**config.mk**
```make
export PLATFORM = sky130hd
export DESIGN_NAME = uart_resp_tx
export DESIGN_NICKNAME = d
export VERILOG_FILES = /design/src/rtl/uart_resp_tx.sv
export SDC_FILE = /design/constraint.sdc
export NUM_CORES = 1
export LEC_CHECK = 0
export CAP_MARGIN = 10
export CORE_ASPECT_RATIO = 0.75
export CORE_MARGIN = 4
export CORE_UTILIZATION = 40
export DETAILED_ROUTE_END_ITERATION = 8
export PLACE_DENSITY_LB_ADDON = 0.05
export SLEW_MARGIN = 20
export SYNTH_ARGS = -nofsm -noshare
export SYNTH_HDL_FRONTEND = slang
export SYNTH_SLANG_ARGS = --single-unit
```
**constraint.sdc**
```tcl
create_clock -name clk -period 6.4 [get_ports clk]
set_input_delay 1.28 -clock clk [delete_from_list [all_inputs] [get_ports clk]]
set_output_delay 1.28 -clock clk [all_outputs]
set_load 0.05 [all_outputs]
```
**src/rtl/uart_resp_tx.sv**
```systemverilog
// Buffered 8N1 UART transmitter for the BNN response path: a small byte FIFO
// feeds an LSB-first serialiser whose frame starts are gated by the host RTS.
module uart_resp_tx #(
    parameter int CLKS_PER_BIT = 868,
    parameter int FIFO_DEPTH   = 4
) (
    input  logic       clk,
    input  logic       rst,
    input  logic [7:0] data_in,
    input  logic       data_valid,
    output logic       data_ready,
    input  logic       UART_RTS,
    output logic       UART_Tx,
    output logic       busy,
    output logic       fifo_empty,
    output logic       fifo_full
);

    localparam int BW = (CLKS_PER_BIT > 1) ? $clog2(CLKS_PER_BIT) : 1;
    localparam int PW = (FIFO_DEPTH > 1) ? $clog2(FIFO_DEPTH) : 1;
    localparam int CW = PW + 1;

    localparam logic [BW-1:0] BAUD_ZERO = BW'(0);
    localparam logic [BW-1:0] BAUD_ONE  = BW'(1);
    localparam logic [BW-1:0] BAUD_LAST = BW'(CLKS_PER_BIT - 1);
    localparam logic [PW-1:0] PTR_ONE   = PW'(1);
    localparam logic [CW-1:0] CNT_ZERO  = CW'(0);
    localparam logic [CW-1:0] CNT_ONE   = CW'(1);
    localparam logic [CW-1:0] CNT_FULL  = CW'(FIFO_DEPTH);

    localparam logic [1:0] ST_IDLE  = 2'd0;
    localparam logic [1:0] ST_START = 2'd1;
    localparam logic [1:0] ST_DATA  = 2'd2;
    localparam logic [1:0] ST_STOP  = 2'd3;

    logic [7:0]    mem_r [FIFO_DEPTH];
    logic [PW-1:0] wr_ptr_r;
    logic [PW-1:0] rd_ptr_r;
    logic [CW-1:0] count_r;
    logic [CW-1:0] count_nxt_s;
    logic          empty_r;
    logic          full_r;
    logic          ready_r;
    logic          push_s;
    logic          pop_s;
    logic [7:0]    head_s;

    logic          rts_meta_r;
    logic          rts_sync_r;

    logic [1:0]    state_r;
    logic [1:0]    state_nxt_s;
    logic [BW-1:0] baud_r;
    logic [BW-1:0] baud_nxt_s;
    logic [2:0]    bit_idx_r;
    logic [2:0]    bit_idx_nxt_s;
    logic [7:0]    shreg_r;
    logic [7:0]    shreg_nxt_s;
    logic          tx_r;
    logic          tx_nxt_s;
    logic          busy_r;
    logic          busy_nxt_s;
    logic          bit_end_s;
    logic          start_ok_s;

    assign push_s     = data_valid && ready_r;
    assign head_s     = mem_r[rd_ptr_r];
    assign bit_end_s  = (baud_r == BAUD_LAST);
    assign start_ok_s = !empty_r && rts_sync_r;

    // Occupancy after this edge; flags are registered from it so they track count_r exactly.
    always_comb begin
        count_nxt_s = count_r;
        if (push_s && !pop_s) begin
            count_nxt_s = count_r + CNT_ONE;
        end else if (!push_s && pop_s) begin
            count_nxt_s = count_r - CNT_ONE;
        end else begin
            count_nxt_s = count_r;
        end
    end

    // FIFO pointers, count and registered status flags.
    always_ff @(posedge clk or negedge rst) begin
        if (!rst) begin
            wr_ptr_r <= {PW{1'b0}};
            rd_ptr_r <= {PW{1'b0}};
            count_r  <= CNT_ZERO;
            empty_r  <= 1'b1;
            full_r   <= 1'b0;
            ready_r  <= 1'b1;
        end else begin
            if (push_s) begin
                wr_ptr_r <= wr_ptr_r + PTR_ONE;
            end
            if (pop_s) begin
                rd_ptr_r <= rd_ptr_r + PTR_ONE;
            end
            count_r <= count_nxt_s;
            empty_r <= (count_nxt_s == CNT_ZERO);
            full_r  <= (count_nxt_s == CNT_FULL);
            ready_r <= (count_nxt_s != CNT_FULL);
        end
    end

    // Byte storage; contents are don't-care until written, so no reset.
    always_ff @(posedge clk) begin
        if (push_s) begin
            mem_r[wr_ptr_r] <= data_in;
        end
    end

    // Two-flop synchroniser for the asynchronous host RTS line.
    always_ff @(posedge clk or negedge rst) begin
        if (!rst) begin
            rts_meta_r <= 1'b0;
            rts_sync_r <= 1'b0;
        end else begin
            rts_meta_r <= UART_RTS;
            rts_sync_r <= rts_meta_r;
        end
    end

    // Frame sequencer; the line level is computed one cycle ahead so UART_Tx is a flop.
    always_comb begin
        state_nxt_s   = state_r;
        baud_nxt_s    = baud_r;
        bit_idx_nxt_s = bit_idx_r;
        shreg_nxt_s   = shreg_r;
        tx_nxt_s      = tx_r;
        busy_nxt_s    = busy_r;
        pop_s         = 1'b0;
        case (state_r)
            ST_IDLE: begin
                if (start_ok_s) begin
                    pop_s       = 1'b1;
                    shreg_nxt_s = head_s;
                    baud_nxt_s  = BAUD_ZERO;
                    state_nxt_s = ST_START;
                    tx_nxt_s    = 1'b0;
                    busy_nxt_s  = 1'b1;
                end else begin
                    state_nxt_s = ST_IDLE;
                    tx_nxt_s    = 1'b1;
                    busy_nxt_s  = 1'b0;
                end
            end
            ST_START: begin
                if (bit_end_s) begin
                    baud_nxt_s    = BAUD_ZERO;
                    bit_idx_nxt_s = 3'd0;
                    state_nxt_s   = ST_DATA;
                    tx_nxt_s      = shreg_r[0];
                end else begin
                    baud_nxt_s = baud_r + BAUD_ONE;
                end
            end
            ST_DATA: begin
                if (bit_end_s) begin
                    baud_nxt_s = BAUD_ZERO;
                    if (bit_idx_r == 3'd7) begin
                        state_nxt_s = ST_STOP;
                        tx_nxt_s    = 1'b1;
                    end else begin
                        bit_idx_nxt_s = bit_idx_r + 3'd1;
                        shreg_nxt_s   = {1'b0, shreg_r[7:1]};
                        tx_nxt_s      = shreg_r[1];
                    end
                end else begin
                    baud_nxt_s = baud_r + BAUD_ONE;
                end
            end
            ST_STOP: begin
                if (bit_end_s) begin
                    baud_nxt_s = BAUD_ZERO;
                    // RTS is only sampled here and in IDLE, so a frame in flight always completes.
                    if (start_ok_s) begin
                        pop_s       = 1'b1;
                        shreg_nxt_s = head_s;
                        state_nxt_s = ST_START;
                        tx_nxt_s    = 1'b0;
                    end else begin
                        state_nxt_s = ST_IDLE;
                        tx_nxt_s    = 1'b1;
                        busy_nxt_s  = 1'b0;
                    end
                end else begin
                    baud_nxt_s = baud_r + BAUD_ONE;
                end
            end
            default: begin
                state_nxt_s   = ST_IDLE;
                baud_nxt_s    = BAUD_ZERO;
                bit_idx_nxt_s = 3'd0;
                tx_nxt_s      = 1'b1;
                busy_nxt_s    = 1'b0;
            end
        endcase
    end

    // Sequencer state and registered line/busy outputs.
    always_ff @(posedge clk or negedge rst) begin
        if (!rst) begin
            state_r   <= ST_IDLE;
            baud_r    <= BAUD_ZERO;
            bit_idx_r <= 3'd0;
            shreg_r   <= 8'h00;
            tx_r      <= 1'b1;
            busy_r    <= 1'b0;
        end else begin
            state_r   <= state_nxt_s;
            baud_r    <= baud_nxt_s;
            bit_idx_r <= bit_idx_nxt_s;
            shreg_r   <= shreg_nxt_s;
            tx_r      <= tx_nxt_s;
            busy_r    <= busy_nxt_s;
        end
    end

    assign UART_Tx    = tx_r;
    assign busy       = busy_r;
    assign data_ready = ready_r;
    assign fifo_empty = empty_r;
    assign fifo_full  = full_r;

endmodule
```
==> results of run 1 <==
final cells by class:
| cell class | instances | area, um2 |
|---|---|---|
| multi-input cells | 165 | 1350 |
| clock buffers | 9 | 124 |
| flip-flops and latches | 69 | 1890 |
| inverters | 7 | 26.3 |
| clock inverters | 7 | 68.8 |
| repair buffers | 16 | 155 |
| fillers | 733 | 4210 |
| well taps | 105 | 131 |
layer usage:
layer / wire length, um / GRT usage (%) / share of wire (%)
met1: 3180 / 20.4 / 53
met3: 223 / 5.09 / 3.7
met2: 2570 / 20.4 / 43
met4: 55 / 3.28 / 0.91
met5: 0 / 0 / 0
cell usage in the layout, fill, tap and decap left out, drive strengths merged, types with 2 or more instances in the layout:
cell type      instances
dfrtp                 34
dfstp                  3
o21ai                 21
a21o                   3
nor2                   9
inv                   14
a21oi                  8
ha                    13
xnor2                  5
o31ai                  3
nor3b                  2
mux2                  16
mux2i                  3
nand3                  7
clkdlybuf4s50         15
clkbuf                 9
mux4                   8
nor3                   3
nand2b                 2
edfxtp                32
a31oi                  3
and2                   4
xor2                   2
nand4                  2
nand2                 23
and3                   7
nor2b                  2
and4                   2
cells by family (layout without fill, tap and decap cells):
logic type / after synthesis / after routing / share of synthesized area [%]
AO/OA/AOI/OAI: 47 / 47 / 8.89
XOR/XNOR: 7 / 7 / 1.85
adder cells (fa/ha/maj): 14 / 14 / 5.22
buffers and inverters: 16 / 39 / 2.12
flip-flops: 69 / 69 / 57.2
multiplexers: 27 / 27 / 12.6
AND/OR/NAND/NOR: 70 / 70 / 12.1
sequential cells by signal, indices dropped and copies added (netlist names):
signal and flops:
rts_sync_r 1, UART_Tx 1, data_ready 1, bit_idx_r 3, shreg_r 8, state_r 2
rts_meta_r 1, fifo_empty 1, fifo_full 1, wr_ptr_r 2, count_r 3, baud_r 10
rd_ptr_r 2, busy 1, mem_r 32
power groups by stage:
| stage | clock network [mW] | registers, mW | logic, mW |
|---|---|---|---|
| after floorplan | 0 | 0.689 | 0.527 |
| after global placement | 0 | 0.704 | 0.664 |
| after CTS | 0.362 | 0.696 | 0.672 |
| after detailed placement | 0 | 0.704 | 0.671 |
| after global routing | 0.389 | 0.716 | 0.741 |
| final | 0.352 | 0.693 | 0.663 |
stage by stage:
stage / cells / worst slack [ns] / util, % / hold WS [ns]
after floorplan: 250 / 4.13 / - / 0.331
after global placement: 362 / 3.57 / 44.6 / 0.334
after detailed placement: 362 / 3.56 / 44.6 / 0.339
after CTS: 378 / 3.32 / 47.1 / 0.358
after global routing: 378 / 3.27 / 47.1 / 0.374
final: 378 / 3.34 / 47.1 / 0.358
worst max path at each step:
stage	startpoint	to	slack (ns)	cells after the start
after floorplan	baud_r[0]	shreg_r[0]	4.13	6
after global placement	data_valid	fifo_empty	3.57	5
after detailed placement	data_valid	fifo_empty	3.56	5
after CTS	data_ready	data_ready	3.32	1
after global routing	data_ready	data_ready	3.27	1
final	data_ready	data_ready	3.34	1
==> qor.yml, run 1 <==
outcome:
  status: "complete, no violations"
finish:
  diodes: 0
  nets: 293
  drive_gt1_share_pct: 19.0
  area_growth_pct: 13.2
  final_design_area_no_fill_um2: 3740
timing:
  post-route-period-util_pct: 47.8
  fin_skew_ns: 0.0111
  period_needed_ns: 3.06
  setup_tns_ns: 0
  maxSlewHeadroom_pct: 41.3
  slew_viol_final: 0
  max_freq_mhz: 327
  report.final.hold_viol_count: 0
  setup_viol: 0
  worst_pin_slew_ns: 0.880
  grt_setup_unrepaired: "no"
placement:
  place_area_um2: 3550
  io_buffers: 16
  place_hpwl_um: 4210
  gp_congestion: 0.761
setup_path:
  crit_path_end_kind: "output pin"
  crit_type: "flop to output pin"
  r2r-start: "baud_r[0]"
  max_stage_delay_ns: 0.83
  reg2reg_to: "shreg_r[2]"
  r2r_cells: 6
  path_cells: "clkdlybuf4s50_1"
  crit_buf_inv: 1
  crit_family: "buffers and inverters"
  arrival_ns: 1.78
  rrSetupSlack_ns: 3.86
  startpoint_type: "flop"
  cp_max_fo: 9
  slowest_stage: "clkdlybuf4s50_1"
  worstPathRequired_ns: 5.12
synth:
  async_flop_share_pct: 53.6
  synthCells: 250
  yosysSeqAreaShare_pct: 57.2
  post-synth-top-count-cell: "dfrtp_1"
  synth.distinct_cells: 52
  synth_edf_count: 32
  yosys_warnings: 0
  synth-main-ff-cell: "dfrtp_1"
  yosys.area.top_type: "edfxtp_1"
  synth-seq-cells: 69
  netlist_area_um2: 3310
  synth_nets: 275
  yosysTopAreaCellShare_pct: 29.1
  synth_common_cells: "dfrtp_1 (34), edfxtp_1 (32), nand2_1 (22)"
  synthTopCellsByArea: "edfxtp_1 (29%), dfrtp_1 (26%), mux4_2 (5.4%)"
  syn_area_per_cell_um2: 13.2
clocking:
  cts_setup_buffers: 0
  clk_pin_slew_ns: 0.08
  cts_buffer_depth: 2
  holdBufCountCts: 0
  worstSkewPairLatency_ns: 0.36
  cts_tree: "yes"
  cts_made_buffers: 9
  cts.repair.resized: 0
  clkSinkCount: 69
  h-tree-depth: 3
  cts.root.buffer_cell: "clkbuf_8"
floorplanning:
  die-area_um2: 9800
  core_um2: 7950
  die_w_um: 113
  dieHeight_um: 86.7
  pin_count: 17
  initial_utilization_pct: 41.6
  row_count: 28
pwr:
  switchingPower_mw: 0.635
  intPower_mw: 1.07
  swShare_pct: 37.2
  ir_drop_uv: 156
  combPwrFrac_pct: 38.8
  p_per_area_nw_per_um2: 456
  p_seq_share_pct: 40.6
  p_clk_share_pct: 20.6
  power_mw: 1.71
  p_leak_nw: 1.48
min_path:
  min_path_cells: 0
  worstHoldEndpoint: "rts_sync_r"
  min_path_type: "flop to flop"
  min_from: "rts_meta_r"
global_routing:
  grt_use_total_pct: 14.1
  grt_pass1_vias: 2036
  grt_pass1_wl_um: 10600
  grt_antenna_before_repair: 0
  grt_max_degree: 38
  gr-total-overflow: 0
detailed_routing:
  drt_wl_total_um: 6030
  drtIter0Drc: 78
  vias: 1936
  dr.pass1.iters: 4
  drc_errors: 0
  wire_per_inst_um: 16.0
  vias_per_cell: 5.12
  ant_nets: 0
flow_run:
  cap_violations: 0
Power figures use the tool's default switching activity.
==> inputs of run 2 (changes only) <==
Clock period 6.4 ns to 2.96 ns, I/O delays scaled along.
==> qor.yml, run 2 (synthesis results as in run 1) <==
outcome:
  status: "complete, no violations"
timing:
  fin_skew_ns: 0.00967  # -0.00147 ns
  maxSlewHeadroom_pct: 42.9  # +1.5 points
  max_freq_mhz: 402
  setup_tns_ns: 0  # unchanged
  period_needed_ns: 2.49
  setup_viol: 0  # unchanged
  worst_pin_slew_ns: 0.857  # -0.0230 ns
  grt_setup_unrepaired: "no"
  slew_viol_final: 0  # unchanged
  report.final.hold_viol_count: 0  # unchanged
  post-route-period-util_pct: 84.1
clocking:
  worstSkewPairLatency_ns: 0.35  # about the same
  holdBufCountCts: 0  # unchanged
  cts.root.buffer_cell: "clkbuf_8"
  clk_pin_slew_ns: 0.08  # about the same
  cts_buffer_depth: 2  # unchanged
  cts_made_buffers: 9  # unchanged
  cts_tree: "yes"
  cts_setup_buffers: 0  # unchanged
  clkSinkCount: 69  # unchanged
  h-tree-depth: 3  # unchanged
  cts.repair.resized: 0  # unchanged
finish:
  fin_util_pct: 47.6  # +0.55 points
  nets: 294  # +0.34%
  area_growth_pct: 14.5
  largest_reg_flops: 32  # unchanged
  layout_common_cells: "dfrtp_1 (34), edfxtp_1 (32), nand2_1 (22)"
  seq_area_um2: 1890  # unchanged
  diodes: 0  # unchanged
  nFillCells: 719  # -1.9%
  largest_register: "mem_r"
  multi_input_area_um2: 1350  # unchanged
  final_design_area_no_fill_um2: 3790  # +1.2%
  final_common_cell: "dfrtp_1"
  drive_gt1_share_pct: 19.3  # +0.30 points
  reg_top3: "mem_r (32), baud_r (10), shreg_r (8)"
global_routing:
  grt_use_total_pct: 13.5  # -0.66 points
  grt_pass1_vias: 1843  # -9.5%
  gr-total-overflow: 0  # unchanged
  grt_pass1_wl_um: 9890  # -6.6%
  grt_antenna_before_repair: 0  # unchanged
  grt_max_degree: 38  # unchanged
placement:
  place_hpwl_um: 4270  # +1.3%
  gp_congestion: 0.787  # +3.4%
  io_buffers: 16  # unchanged
  place_area_um2: 3560  # +0.21%
setup_path:
  startpoint_type: "flop"
  crit_family: "simple AND/OR/NAND/NOR gates"
  arrival_ns: 2.72  # +0.94 ns
  cp_max_fo: 7  # -2
  crit_type: "flop to flop"
  worstPathRequired_ns: 3.20  # -1.92 ns
  slowest_stage: "or4b_4"
  crit_buf_inv: 0  # -1
  crit_path_end_kind: "flop"
  path_cells: "ha_1, or4b_4, nor4_4, nand2_2, a21oi_4, mux2_4"
  max_stage_delay_ns: 0.53  # -0.30 ns
pwr:
  p_per_area_nw_per_um2: 1010  # +120%
  p_leak_nw: 1.50  # +1.1%
  ir_drop_uv: 412  # +160%
floorplanning:
  initial_utilization_pct: 41.6  # unchanged
  core_um2: 7950  # unchanged
  die_w_um: 113  # unchanged
  die-area_um2: 9800  # unchanged
  dieHeight_um: 86.7  # unchanged
  pin_count: 17  # unchanged
  row_count: 28  # unchanged
detailed_routing:
  ant_nets: 0  # unchanged
  vias_per_cell: 5.11  # -0.26%
  drt_wl_total_um: 5970  # -0.98%
  drc_errors: 0  # unchanged
  drtIter0Drc: 90  # +15%
  wire_per_inst_um: 15.8  # -1.2%
  dr.pass1.iters: 4  # unchanged
  vias: 1936  # unchanged
flow_run:
  cap_violations: 0  # unchanged
min_path:
  min_path_type: "input port to asynchronous set/reset pin"
[run 2: routing by layer]
| metal | wire (um) | GRT usage, % |
|---|---|---|
| met4 | 38 | 3.93 |
| met1 | 3210 | 19.6 |
| met2 | 2460 | 18.4 |
| met5 | 0 | 0 |
| met3 | 265 | 5.44 |
[run 2: path summary, 6_finish.rpt]
kind,start,end,slack (ns),cells past startpoint
worst max-delay path,baud_r[0],shreg_r[1],0.47,6
worst min-delay path,rst,count_r[0],0.34,1
worst max register to register,baud_r[0],shreg_r[1],0.47,6
worst min register to register,rts_meta_r,rts_sync_r,0.37,0
max in group asynchronous,rst,bit_idx_r[2],2.07,1
min in group clk,rts_meta_r,rts_sync_r,0.37,0
[run 2: layout make-up]
type | count | area share (%)
repair buffers | 17 | 4.30
flip-flops and latches | 69 | 49.9
clock buffers | 9 | 3.27
well taps | 105 | 3.47
inverters | 7 | 0.694
clock inverters | 7 | 2.78
multi-input cells | 165 | 35.6
[run 2: report_power, final]
part | internal, mW | switching, mW | total [mW]
logic | 0.713 | 0.732 | 1.44
clock network | 0.485 | 0.380 | 0.866
registers | 1.28 | 0.217 | 1.50
[run 2: stage by stage]
step / power (mW) / cells / worst slack (ns) / hold slack (ns)
after floorplan: 2.63 / 250 / 0.695 / 0.296
final: 3.81 / 379 / 0.472 / 0.343
after CTS: 3.86 / 379 / 0.486 / 0.375
after detailed placement: 2.98 / 363 / 0.482 / 0.357
after global routing: 4.08 / 379 / 0.331 / 0.392
after global placement: 2.97 / 363 / 0.531 / 0.334
==> inputs of run 3 (changes only) <==
Clock period 2.96 ns to 2.1 ns, I/O delays scaled along.
==> qor.yml, run 3 (synthesis results as in run 1) <==
outcome:
  status: "complete, no violations"
global_routing:
  grt_max_degree: 21  # -45%
  grt_use_total_pct: 14.4  # +0.94 points
  grt_pass1_wl_um: 10800  # +9.3%
  gr-total-overflow: 0  # unchanged
  grt_antenna_before_repair: 0  # unchanged
  grt_pass1_vias: 2174  # +18%
finish:
  final_common_cell: "buf_4"
  drive_gt1_share_pct: 33.3  # +14 points
  reg_top3: "mem_r (32), baud_r (10), shreg_r (8)"
  nFillCells: 686  # -4.6%
  nets: 332  # +13%
  fin_cells: 417  # +10%
  largest_reg_flops: 32  # unchanged
  layout_common_cells: "buf_4 (39), dfrtp_1 (34), edfxtp_1 (32)"
  area_growth_pct: 24.1
  diodes: 0  # unchanged
  largest_register: "mem_r"
setup_path:
  r2r_cells: 7  # +1
  rrSetupSlack_ns: 0.008  # -0.46 ns
  reg2reg_to: "shreg_r[6]"
  startpoint_type: "flop"
  crit_type: "flop to flop"
  r2r-start: "baud_r[0]"
  arrival_ns: 2.32  # -0.40 ns
  cp_max_fo: 7  # unchanged
  crit_path_end_kind: "flop"
  worstPathRequired_ns: 2.33  # -0.87 ns
placement:
  place_hpwl_um: 4680  # +9.7%
  placed_cells: 398  # +9.6%
  io_buffers: 16  # unchanged
  gp_congestion: 0.750  # -4.8%
detailed_routing:
  vias: 2099  # +8.4%
  dr.pass1.iters: 4  # unchanged
  drt_wl_total_um: 6550  # +9.7%
  drtIter0Drc: 81  # -10%
  vias_per_cell: 5.03  # -1.5%
  drc_errors: 0  # unchanged
  wire_per_inst_um: 15.7  # -0.32%
  ant_nets: 0  # unchanged
timing:
  fin_skew_ns: 0.00649  # -0.00318 ns
  report.final.hold_viol_count: 0  # unchanged
  period_needed_ns: 2.09  # -0.397 ns
  setup_viol: 0  # unchanged
  grt_setup_unrepaired: "yes"
  slew_viol_final: 0  # unchanged
  maxSlewHeadroom_pct: 67.1  # +24 points
  worst_pin_slew_ns: 0.491  # -0.365 ns
  max_freq_mhz: 478  # +19%
  hold_slack_ns: 0.0227  # -0.320 ns
  post-route-period-util_pct: 99.6  # +16 points
floorplanning:
  core_um2: 7950  # unchanged
  row_count: 28  # unchanged
  pin_count: 17  # unchanged
  dieHeight_um: 86.7  # unchanged
  initial_utilization_pct: 41.6  # unchanged
  die_w_um: 113  # unchanged
  die-area_um2: 9800  # unchanged
min_path:
  min_path_type: "input port to asynchronous set/reset pin"
clocking:
  cts.root.buffer_cell: "clkbuf_8"
  cts_made_buffers: 9  # unchanged
  cts_tree: "yes"
  clk_pin_slew_ns: 0.08  # about the same
  holdBufCountCts: 0  # unchanged
  cts_buffer_depth: 2  # unchanged
  worstSkewPairLatency_ns: 0.34  # about the same
  clkSinkCount: 69  # unchanged
  h-tree-depth: 3  # unchanged
pwr:
  ir_drop_uv: 545  # +32%
  p_leak_nw: 1.69  # +13%
  p_per_area_nw_per_um2: 1400  # +39%
flow_run:
  cap_violations: 0  # unchanged
-- run 3: cell type report --
class | instances | area (um2) | area share (%)
timing repair buffer | 55 | 469 | 11.4
inverter | 7 | 26.3 | 0.640
clock inverter | 7 | 80.1 | 1.95
multi-input combinational | 165 | 1380 | 33.7
clock buffer | 9 | 124 | 3.02
tap | 105 | 131 | 3.20
sequential | 69 | 1890 | 46.1
-- run 3: how the worst max path moves through the flow --
stage / startpoint / end / slack (ns) / cells after the start
2_1_floorplan: baud_r[0] / shreg_r[0] / -0.08 / 6
3_3_place_gp: baud_r[0] / shreg_r[4] / 0.04 / 7
3_5_place_dp: baud_r[0] / state_r[1] / -0.01 / 7
4_1_cts: baud_r[1] / shreg_r[5] / -0.009 / 7
5_1_grt: baud_r[0] / shreg_r[5] / -0.06 / 7
6_report: baud_r[0] / shreg_r[6] / 0.008 / 7
-- run 3: stage by stage --
step	setup slack (ns)	util (%)	setup TNS, ns	area (um2)	total power [mW]
after floorplan	-0.0787	-	-0.551	3310	3.71
after global placement	0.0356	48.3	0	3840	4.53
after detailed placement	-0.0149	48.3	-0.0149	3840	4.56
after CTS	-0.00918	51.1	-0.0155	4070	5.73
after global routing	-0.0625	51.6	-0.459	4100	6.12
final	0.00820	51.6	0	4100	5.73
-- run 3: routing by layer --
layer	vias to the layer above	wire [um]	share of wire [%]	GRT usage, %
li1	1040	-	-	-
met1	1018	3330	51	20.3
met2	34	2910	44	21.3
met3	7	221	3.4	4.12
met4	0	91	1.4	5.24
met5	-	0	0	0
-- run 3: repair_timing --
item                                    CTS  global route
endpoints found under the setup margin    8            14
pin swaps                                 0             6
resized for setup                         1             9
setup buffers                             2             1
-- run 3: worst max-delay path, cell delays in order, from the launching register on --
cell and delay, ns:
dfrtp_1 0.36, ha_2 0.19, or4b_4 0.50, nor3_4 0.21
o21ai_2 0.11, a21oi_4 0.17, buf_12 0.14, mux2_4 0.29
-- run 3: power breakdown --
| group | switching (mW) | total, mW | leakage (nW) | internal (mW) |
|---|---|---|---|---|
| sequential | 0.236 | 2.04 | 0.747 | 1.81 |
| clock | 0.557 | 1.12 | 0.0973 | 0.565 |
| combinational | 1.22 | 2.56 | 0.847 | 1.34 |
